===== src/rtl/memory_pkg.sv =====
// memory_pkg
// Shared definitions for the RAM arbiter and the masters that drive it.
//   OP_LOAD / OP_STORE : major opcodes a master decodes to drive i_WE
//   DEFAULT_ADDR_W/DATA_W : default bus widths
//   port_id_width()    : width of a port index, never narrower than 1 bit
package memory_pkg;

    localparam logic [6:0] OP_LOAD  = 7'h03;
    localparam logic [6:0] OP_STORE = 7'h23;

    localparam int DEFAULT_ADDR_W = 32;
    localparam int DEFAULT_DATA_W = 32;

    // A single port still needs a 1-bit id so the return tag has a home.
    function automatic int port_id_width(input int num_ports);
        return (num_ports > 1) ? $clog2(num_ports) : 1;
    endfunction

endpackage


===== src/rtl/rr_arbiter.sv =====
// rr_arbiter
// Round-robin arbiter. The search for a requester starts at the registered
// pointer and wraps at NUM_PORTS; after a grant to port k the pointer moves
// to k+1 (mod NUM_PORTS), otherwise it holds.
//   CLK, RST     : clock, synchronous active-high reset (pointer -> 0)
//   i_REQ        : per-port request
//   i_ADVANCE    : allow the pointer to move past the granted port
//   o_GNT        : one-hot grant (combinational)
//   o_GNT_IDX    : binary index of the granted port (0 when none)
module rr_arbiter
    import memory_pkg::*;
#(
    parameter  int NUM_PORTS = 2,
    localparam int PID_W     = port_id_width(NUM_PORTS)
) (
    input  logic                 CLK,
    input  logic                 RST,
    input  logic [NUM_PORTS-1:0] i_REQ,
    input  logic                 i_ADVANCE,
    output logic [NUM_PORTS-1:0] o_GNT,
    output logic [PID_W-1:0]     o_GNT_IDX
);

    localparam logic [PID_W-1:0] LAST_PORT = PID_W'(NUM_PORTS - 1);

    logic [PID_W-1:0] ptr_q;
    logic [PID_W-1:0] ptr_d;
    logic             any_gnt;
    logic [PID_W-1:0] cand_idx;
    int               cand;

    always_comb begin
        o_GNT     = '0;
        o_GNT_IDX = '0;
        any_gnt   = 1'b0;
        cand      = 0;
        cand_idx  = '0;
        for (int i = 0; i < NUM_PORTS; i++) begin
            // Wrap explicitly at NUM_PORTS: the port count need not be a power of two.
            cand = int'(ptr_q) + i;
            if (cand >= NUM_PORTS) begin
                cand = cand - NUM_PORTS;
            end
            cand_idx = PID_W'(cand);
            if (!any_gnt && i_REQ[cand_idx]) begin
                any_gnt           = 1'b1;
                o_GNT[cand_idx]   = 1'b1;
                o_GNT_IDX         = cand_idx;
            end
        end
    end

    always_comb begin
        ptr_d = ptr_q;
        if (i_ADVANCE && any_gnt) begin
            ptr_d = (o_GNT_IDX == LAST_PORT) ? '0 : o_GNT_IDX + PID_W'(1);
        end
    end

    always_ff @(posedge CLK) begin
        if (RST) begin
            ptr_q <= '0;
        end else begin
            ptr_q <= ptr_d;
        end
    end

endmodule


===== src/rtl/memory_ram_arbiter.sv =====
// memory_ram_arbiter
// Shares one single-port synchronous RAM among NUM_PORTS requesters with a
// request/grant handshake and round-robin fairness. The granted command is
// registered onto the RAM pins one cycle after the grant; reads are tagged
// with their port id and the tag travels down a RD_LATENCY-deep pipe so that
// the return strobe lines up with the RAM's read data.
//   CLK, RST                 : clock, synchronous active-high reset
//   i_REQ/i_WE/i_ADDR/...    : per-port request, packed port k at slice k
//   o_GNT                    : one-hot grant, transfer when i_REQ & o_GNT
//   o_RVALID / o_DATA_RD     : one-hot read return strobe, broadcast data
//   o_X_RAM_*                : registered RAM command
//   i_X_RAM_DATA_RD          : RAM read data, valid RD_LATENCY after command
module memory_ram_arbiter
    import memory_pkg::*;
#(
    parameter int NUM_PORTS  = 2,
    parameter int ADDR_W     = DEFAULT_ADDR_W,
    parameter int DATA_W     = DEFAULT_DATA_W,
    parameter int RD_LATENCY = 1
) (
    input  logic                            CLK,
    input  logic                            RST,
    input  logic [NUM_PORTS-1:0]            i_REQ,
    input  logic [NUM_PORTS-1:0]            i_WE,
    input  logic [NUM_PORTS*ADDR_W-1:0]     i_ADDR,
    input  logic [NUM_PORTS*DATA_W-1:0]     i_DATA_WR,
    input  logic [NUM_PORTS*(DATA_W/8)-1:0] i_BE,
    output logic [NUM_PORTS-1:0]            o_GNT,
    output logic [NUM_PORTS-1:0]            o_RVALID,
    output logic [DATA_W-1:0]               o_DATA_RD,
    output logic                            o_X_RAM_CE,
    output logic                            o_X_RAM_RD,
    output logic                            o_X_RAM_WR,
    output logic [ADDR_W-1:0]               o_X_RAM_ADDR,
    output logic [DATA_W/8-1:0]             o_X_RAM_BE,
    output logic [DATA_W-1:0]               o_X_RAM_DATA_WR,
    input  logic [DATA_W-1:0]               i_X_RAM_DATA_RD
);

    localparam int BE_W  = DATA_W / 8;
    localparam int PID_W = port_id_width(NUM_PORTS);

    logic [NUM_PORTS-1:0] arb_gnt;
    logic [PID_W-1:0]     arb_idx;
    logic [NUM_PORTS-1:0] gnt;

    rr_arbiter #(
        .NUM_PORTS (NUM_PORTS)
    ) u_rr_arbiter (
        .CLK       (CLK),
        .RST       (RST),
        .i_REQ     (i_REQ),
        .i_ADVANCE (1'b1),
        .o_GNT     (arb_gnt),
        .o_GNT_IDX (arb_idx)
    );

    // No grant is offered while reset is held, so nothing looks accepted.
    assign gnt   = RST ? '0 : arb_gnt;
    assign o_GNT = gnt;

    // Command stage
    logic              ce_q, rd_q, wr_q;
    logic              ce_d, rd_d, wr_d;
    logic [ADDR_W-1:0] addr_q, addr_d;
    logic [BE_W-1:0]   be_q, be_d;
    logic [DATA_W-1:0] wdata_q, wdata_d;
    logic [PID_W-1:0]  id_q, id_d;

    always_comb begin
        ce_d    = 1'b0;
        rd_d    = 1'b0;
        wr_d    = 1'b0;
        addr_d  = '0;
        be_d    = '0;
        wdata_d = '0;
        id_d    = arb_idx;
        for (int k = 0; k < NUM_PORTS; k++) begin
            if (gnt[k]) begin
                ce_d   = 1'b1;
                wr_d   = i_WE[k];
                rd_d   = ~i_WE[k];
                addr_d = i_ADDR[k*ADDR_W +: ADDR_W];
                if (i_WE[k]) begin
                    be_d    = i_BE[k*BE_W +: BE_W];
                    wdata_d = i_DATA_WR[k*DATA_W +: DATA_W];
                end else begin
                    // Reads fetch the full word; write data is forced quiet.
                    be_d    = '1;
                end
            end
        end
    end

    always_ff @(posedge CLK) begin
        if (RST) begin
            ce_q    <= 1'b0;
            rd_q    <= 1'b0;
            wr_q    <= 1'b0;
            addr_q  <= '0;
            be_q    <= '0;
            wdata_q <= '0;
            id_q    <= '0;
        end else begin
            ce_q    <= ce_d;
            rd_q    <= rd_d;
            wr_q    <= wr_d;
            addr_q  <= addr_d;
            be_q    <= be_d;
            wdata_q <= wdata_d;
            id_q    <= id_d;
        end
    end

    assign o_X_RAM_CE      = ce_q;
    assign o_X_RAM_RD      = rd_q;
    assign o_X_RAM_WR      = wr_q;
    assign o_X_RAM_ADDR    = addr_q;
    assign o_X_RAM_BE      = be_q;
    assign o_X_RAM_DATA_WR = wdata_q;

    // Return tag pipe: stage 0 is loaded on the same edge the RAM samples the
    // read, so the last stage is valid exactly when the RAM data is.
    logic [RD_LATENCY-1:0] pipe_vld_q;
    logic [PID_W-1:0]      pipe_id_q [RD_LATENCY];

    always_ff @(posedge CLK) begin
        if (RST) begin
            pipe_vld_q <= '0;
            for (int s = 0; s < RD_LATENCY; s++) begin
                pipe_id_q[s] <= '0;
            end
        end else begin
            pipe_vld_q[0] <= rd_q;
            pipe_id_q[0]  <= id_q;
            for (int s = 1; s < RD_LATENCY; s++) begin
                pipe_vld_q[s] <= pipe_vld_q[s-1];
                pipe_id_q[s]  <= pipe_id_q[s-1];
            end
        end
    end

    logic             tail_vld;
    logic [PID_W-1:0] tail_id;

    assign tail_vld  = pipe_vld_q[RD_LATENCY-1];
    assign tail_id   = pipe_id_q[RD_LATENCY-1];
    assign o_DATA_RD = tail_vld ? i_X_RAM_DATA_RD : '0;

    genvar gi;
    generate
        for (gi = 0; gi < NUM_PORTS; gi++) begin : g_rvalid
            assign o_RVALID[gi] = tail_vld && (tail_id == PID_W'(gi));
        end
    endgenerate

endmodule


===== config.mk =====
export PLATFORM = sky130hd
export DESIGN_NAME = memory_ram_arbiter
export DESIGN_NICKNAME = d
export VERILOG_FILES = /design/src/rtl/memory_pkg.sv /design/src/rtl/rr_arbiter.sv /design/src/rtl/memory_ram_arbiter.sv
export SDC_FILE = /design/constraint.sdc
export NUM_CORES = 1
export LEC_CHECK = 0
export CORE_AREA = 2 2 110 112
export DETAILED_ROUTE_END_ITERATION = 8
export DIE_AREA = 0 0 112 114
export PLACE_DENSITY_LB_ADDON = 0.15
export SETUP_SLACK_MARGIN = 0.2
export SLEW_MARGIN = 20
export SYNTH_ARGS = -nofsm -noshare
export SYNTH_HDL_FRONTEND = slang
export SYNTH_SLANG_ARGS = --single-unit
export TNS_END_PERCENT = 100

===== constraint.sdc =====
create_clock -name CLK -period 1.45 [get_ports CLK]
set_input_delay 0.3625 -clock CLK [delete_from_list [all_inputs] [get_ports CLK]]
set_output_delay 0.3625 -clock CLK [all_outputs]
set_load 0.02 [all_outputs]

==> results.md <==
- CP endpoint: o_DATA_RD[9]
- Antenna violations before repair: 0
- Share of synthesized registers carrying an async set or reset: 0%
- Number of synthesized flops with an enable pin: 0
- Post-Synth XOR/XNOR Area: 0%
- Nets: about 690
- Worst setup margin: -51.6 ps
- WL final: 10700 um
- Total global-route track usage: around 16%
- Layout area overhead: 122%
- Top FF cell, synth: dfxtp_1
- Slew Viols, Final: 0
- Clk slew on worst S/H paths: approximately 60 ps
- Peak supply drop: slightly below 0.7 mV
- Grt met3 use: under 10%
- DRC viols: 0
- Grt ovf: 0
- ANT cells: 0
- Met1 Usage GRT: around 18%
- Seq/Total Area, Yosys: a little under three fifths
- LEAKAGE: about 2.6 nW
- Initial detailed-routing violation count: about 130
- Die area: roughly 0.013 sq mm
- Setup TNS: -994 ps
- Number of buffers created by CTS: 9
- Layout Cells excl Fill: around 670
- Reg2reg setup slack: roughly 60 ps
- Fillcell total: 1111
- R2R Path End: o_X_RAM_DATA_WR[21]$_SDFF_PP0_
- Mux contribution to synthesized area: 0%
- Post-DP HPWL: 7990 um
- Most frequent cells in the layout: clkdlybuf4s50_1, dfxtp_1, buf_2, a22o_1, buf_6
- CTS Sinks: 75
- Status: finished with violations
- Setup Skew: 3.98 ps
- Yosys top cell area share: between 50 and 60%
- Worst Tran Pin Value: roughly 330 ps
- Compound-gate portion of the synthesized area: 24.5%
- Vias in the first global route: about 2800
- CP Capture Type: primary output
- Clk buf depth: 2
- CTS root buf: clkbuf_16
- Via/cell ratio: 4.36
- # hold bufs at CTS: 0
- Total number of vias: 2923
- Core box area: between 0.01 and 0.015 sq mm
- Mapped Area: 0.00265 sq mm
- PD cells: roughly 950 mW/mm^2
- Area contributors post-synth: dfxtp_1, a22o_1, and2_1, buf_6, and4b_1
- Drt first pass iters: 4
- Cells after Synth: around 220
- CP required: around 1100 ps
- Period utilization: 104%
- Unrepaired setup endpoints after global routing: true
- Syn. warnings: 0
- Max Cap Viol: 0
- IO buf count: 280
- Initial Util: approximately 23%
- RD Place Congestion: slightly below 0.8
- Antenna viol nets, final: 0
- Worst r2r path cells: 7
- Top Usage Layer GRT: met2
- Largest net degree at the start of global routing: 34
- Largest area contributor in the netlist: dfxtp_1
- Rows: 40
- Flops & latches, synth: 75
- Chip Height: between 100 and 150 um
- Failing checks: negative setup slack
- Met2 Resource Use GR: between 20% and 30%
- Post-synth net total: around 400
- H-tree depth: 3
- Wire length per cell: about 16 um
- Tmin final: roughly 1500 ps
- Synth Area in Simple Gates: between 10 and 15%
- Share of layout cells above drive strength 1: about 34%
- Worst-skew pair later-pin latency: roughly 330 ps
- Slew Limit Headroom: 78.0%
- Hold violation total from the final report: 0
- Die span in x: between 100 and 150 um
- CTS tree: yes
- Largest family of logic cells by synthesized area: compound AO/OA/AOI/OAI gates
- Unique cell type count in the Yosys netlist: 26
- Syn avg cell area: around 12 sq um
- # IOs: 281
- Fmax: between 0.6 and 0.7 GHz
- Hold_sp: RST
- PnR Total Power: ~0.0056 W
- Crit Path Class: register to primary output
- Synth Area in Adders: 0%
- Reg2reg start: u_rr_arbiter.ptr_q$_SDFFE_PP0P_
- Place WS: -692 ps
- WP data arrival: 1140 ps
- Startpoint Class: register
- Placed Instances: roughly 650
- Commonest non-fill, non-tap cell in the layout: clkdlybuf4s50_1
- Worst setup path startpoint: pipe_vld_q$_SDFF_PP0_
- Tightest Hold Check Type: primary input to register
- First-pass GRT wire length: about 16000 um
- Crit Path Max Fanout: 15
- Final setup violating endpoints: 32
==> what timing repair did <==
action	4_1_cts	5_1_grt
setup endpoints to repair	177	69
buffers inserted	0	5
resized for setup	525	20
gates cloned	1	4
pin swaps	1	6
==> critical path: stages, from the launching register on <==
cell,delay [ps]
dfxtp_4,400
buf_12,140
and2_1,150
buf_6,120
==> cell families after synthesis <==
kind of cell           after synthesis
buffers and inverters               20
AO/OA/AOI/OAI                       77
flip-flops                          75
AND/OR/NAND/NOR                     52
==> per-layer routing <==
metal | share of wire, % | wire length [um] | vias to the layer above
li1 | - | - | 1413
met1 | 39 | 4180 | 1334
met2 | 50 | 5330 | 163
met3 | 9.6 | 1030 | 13
met4 | 1.8 | 196 | 0
met5 | 0 | 0 | -
==> state kept, by name, indices dropped and copies added, names as in the netlist <==
signal / count
o_X_RAM_DATA_WR: 32
o_X_RAM_WR: 1
id_q: 1
o_X_RAM_RD: 1
u_rr_arbiter.ptr_q: 1
pipe_id_q: 1
o_X_RAM_BE: 4
pipe_vld_q: 1
o_X_RAM_ADDR: 32
o_X_RAM_CE: 1
==> synth_stat cells, types with 2 or more instances <==
cell type	instances
a211oi_1	4
a22o_1	64
and2_1	33
and4b_1	4
buf_2	8
buf_4	2
buf_6	6
clkbuf_1	3
dfxtp_1	75
nand2b_1	2
nor2_1	3
nor2b_1	3
o21ai_0	4
==> report_power, final <==
group	switching, W	internal (W)
combinational	0.000460	0.000710
clock	0.000837	0.00137
sequential	0.0000324	0.00218
==> final cells by class <==
class	instances	area [sq um]	area share [%]
clock inverters	4	51.3	0.874
multi-input cells	129	1080	18.4
repair buffers	304	2800	47.7
flip-flops and latches	75	1510	25.7
inverters	1	3.75	0.0640
well taps	147	184	3.13
clock buffers	11	243	4.14
==> how the worst min path moves through the flow <==
stage / end / slack [ps] / cells past startpoint
6_report: pipe_vld_q$_SDFF_PP0_ / 410 / 3
2_1_floorplan: pipe_id_q[0]$_SDFF_PP0_ / 410 / 1
5_1_grt: o_X_RAM_BE[2]$_SDFF_PP0_ / 420 / 3
3_5_place_dp: pipe_id_q[0]$_SDFF_PP0_ / 430 / 1
3_3_place_gp: pipe_id_q[0]$_SDFF_PP0_ / 430 / 1
4_1_cts: pipe_id_q[0]$_SDFF_PP0_ / 440 / 1
==> stage by stage <==
stage               hold slack [ps]  utilization (%)  cell area, sq um
detailed placement              431             48.3              5660
finish                          412             50.1              5870
global route                    420             50.1              5870
floorplan                       414                -              2700
global placement                433             48.3              5660
CTS                             445             48.7              5710
(Power assumes the default switching activity.)
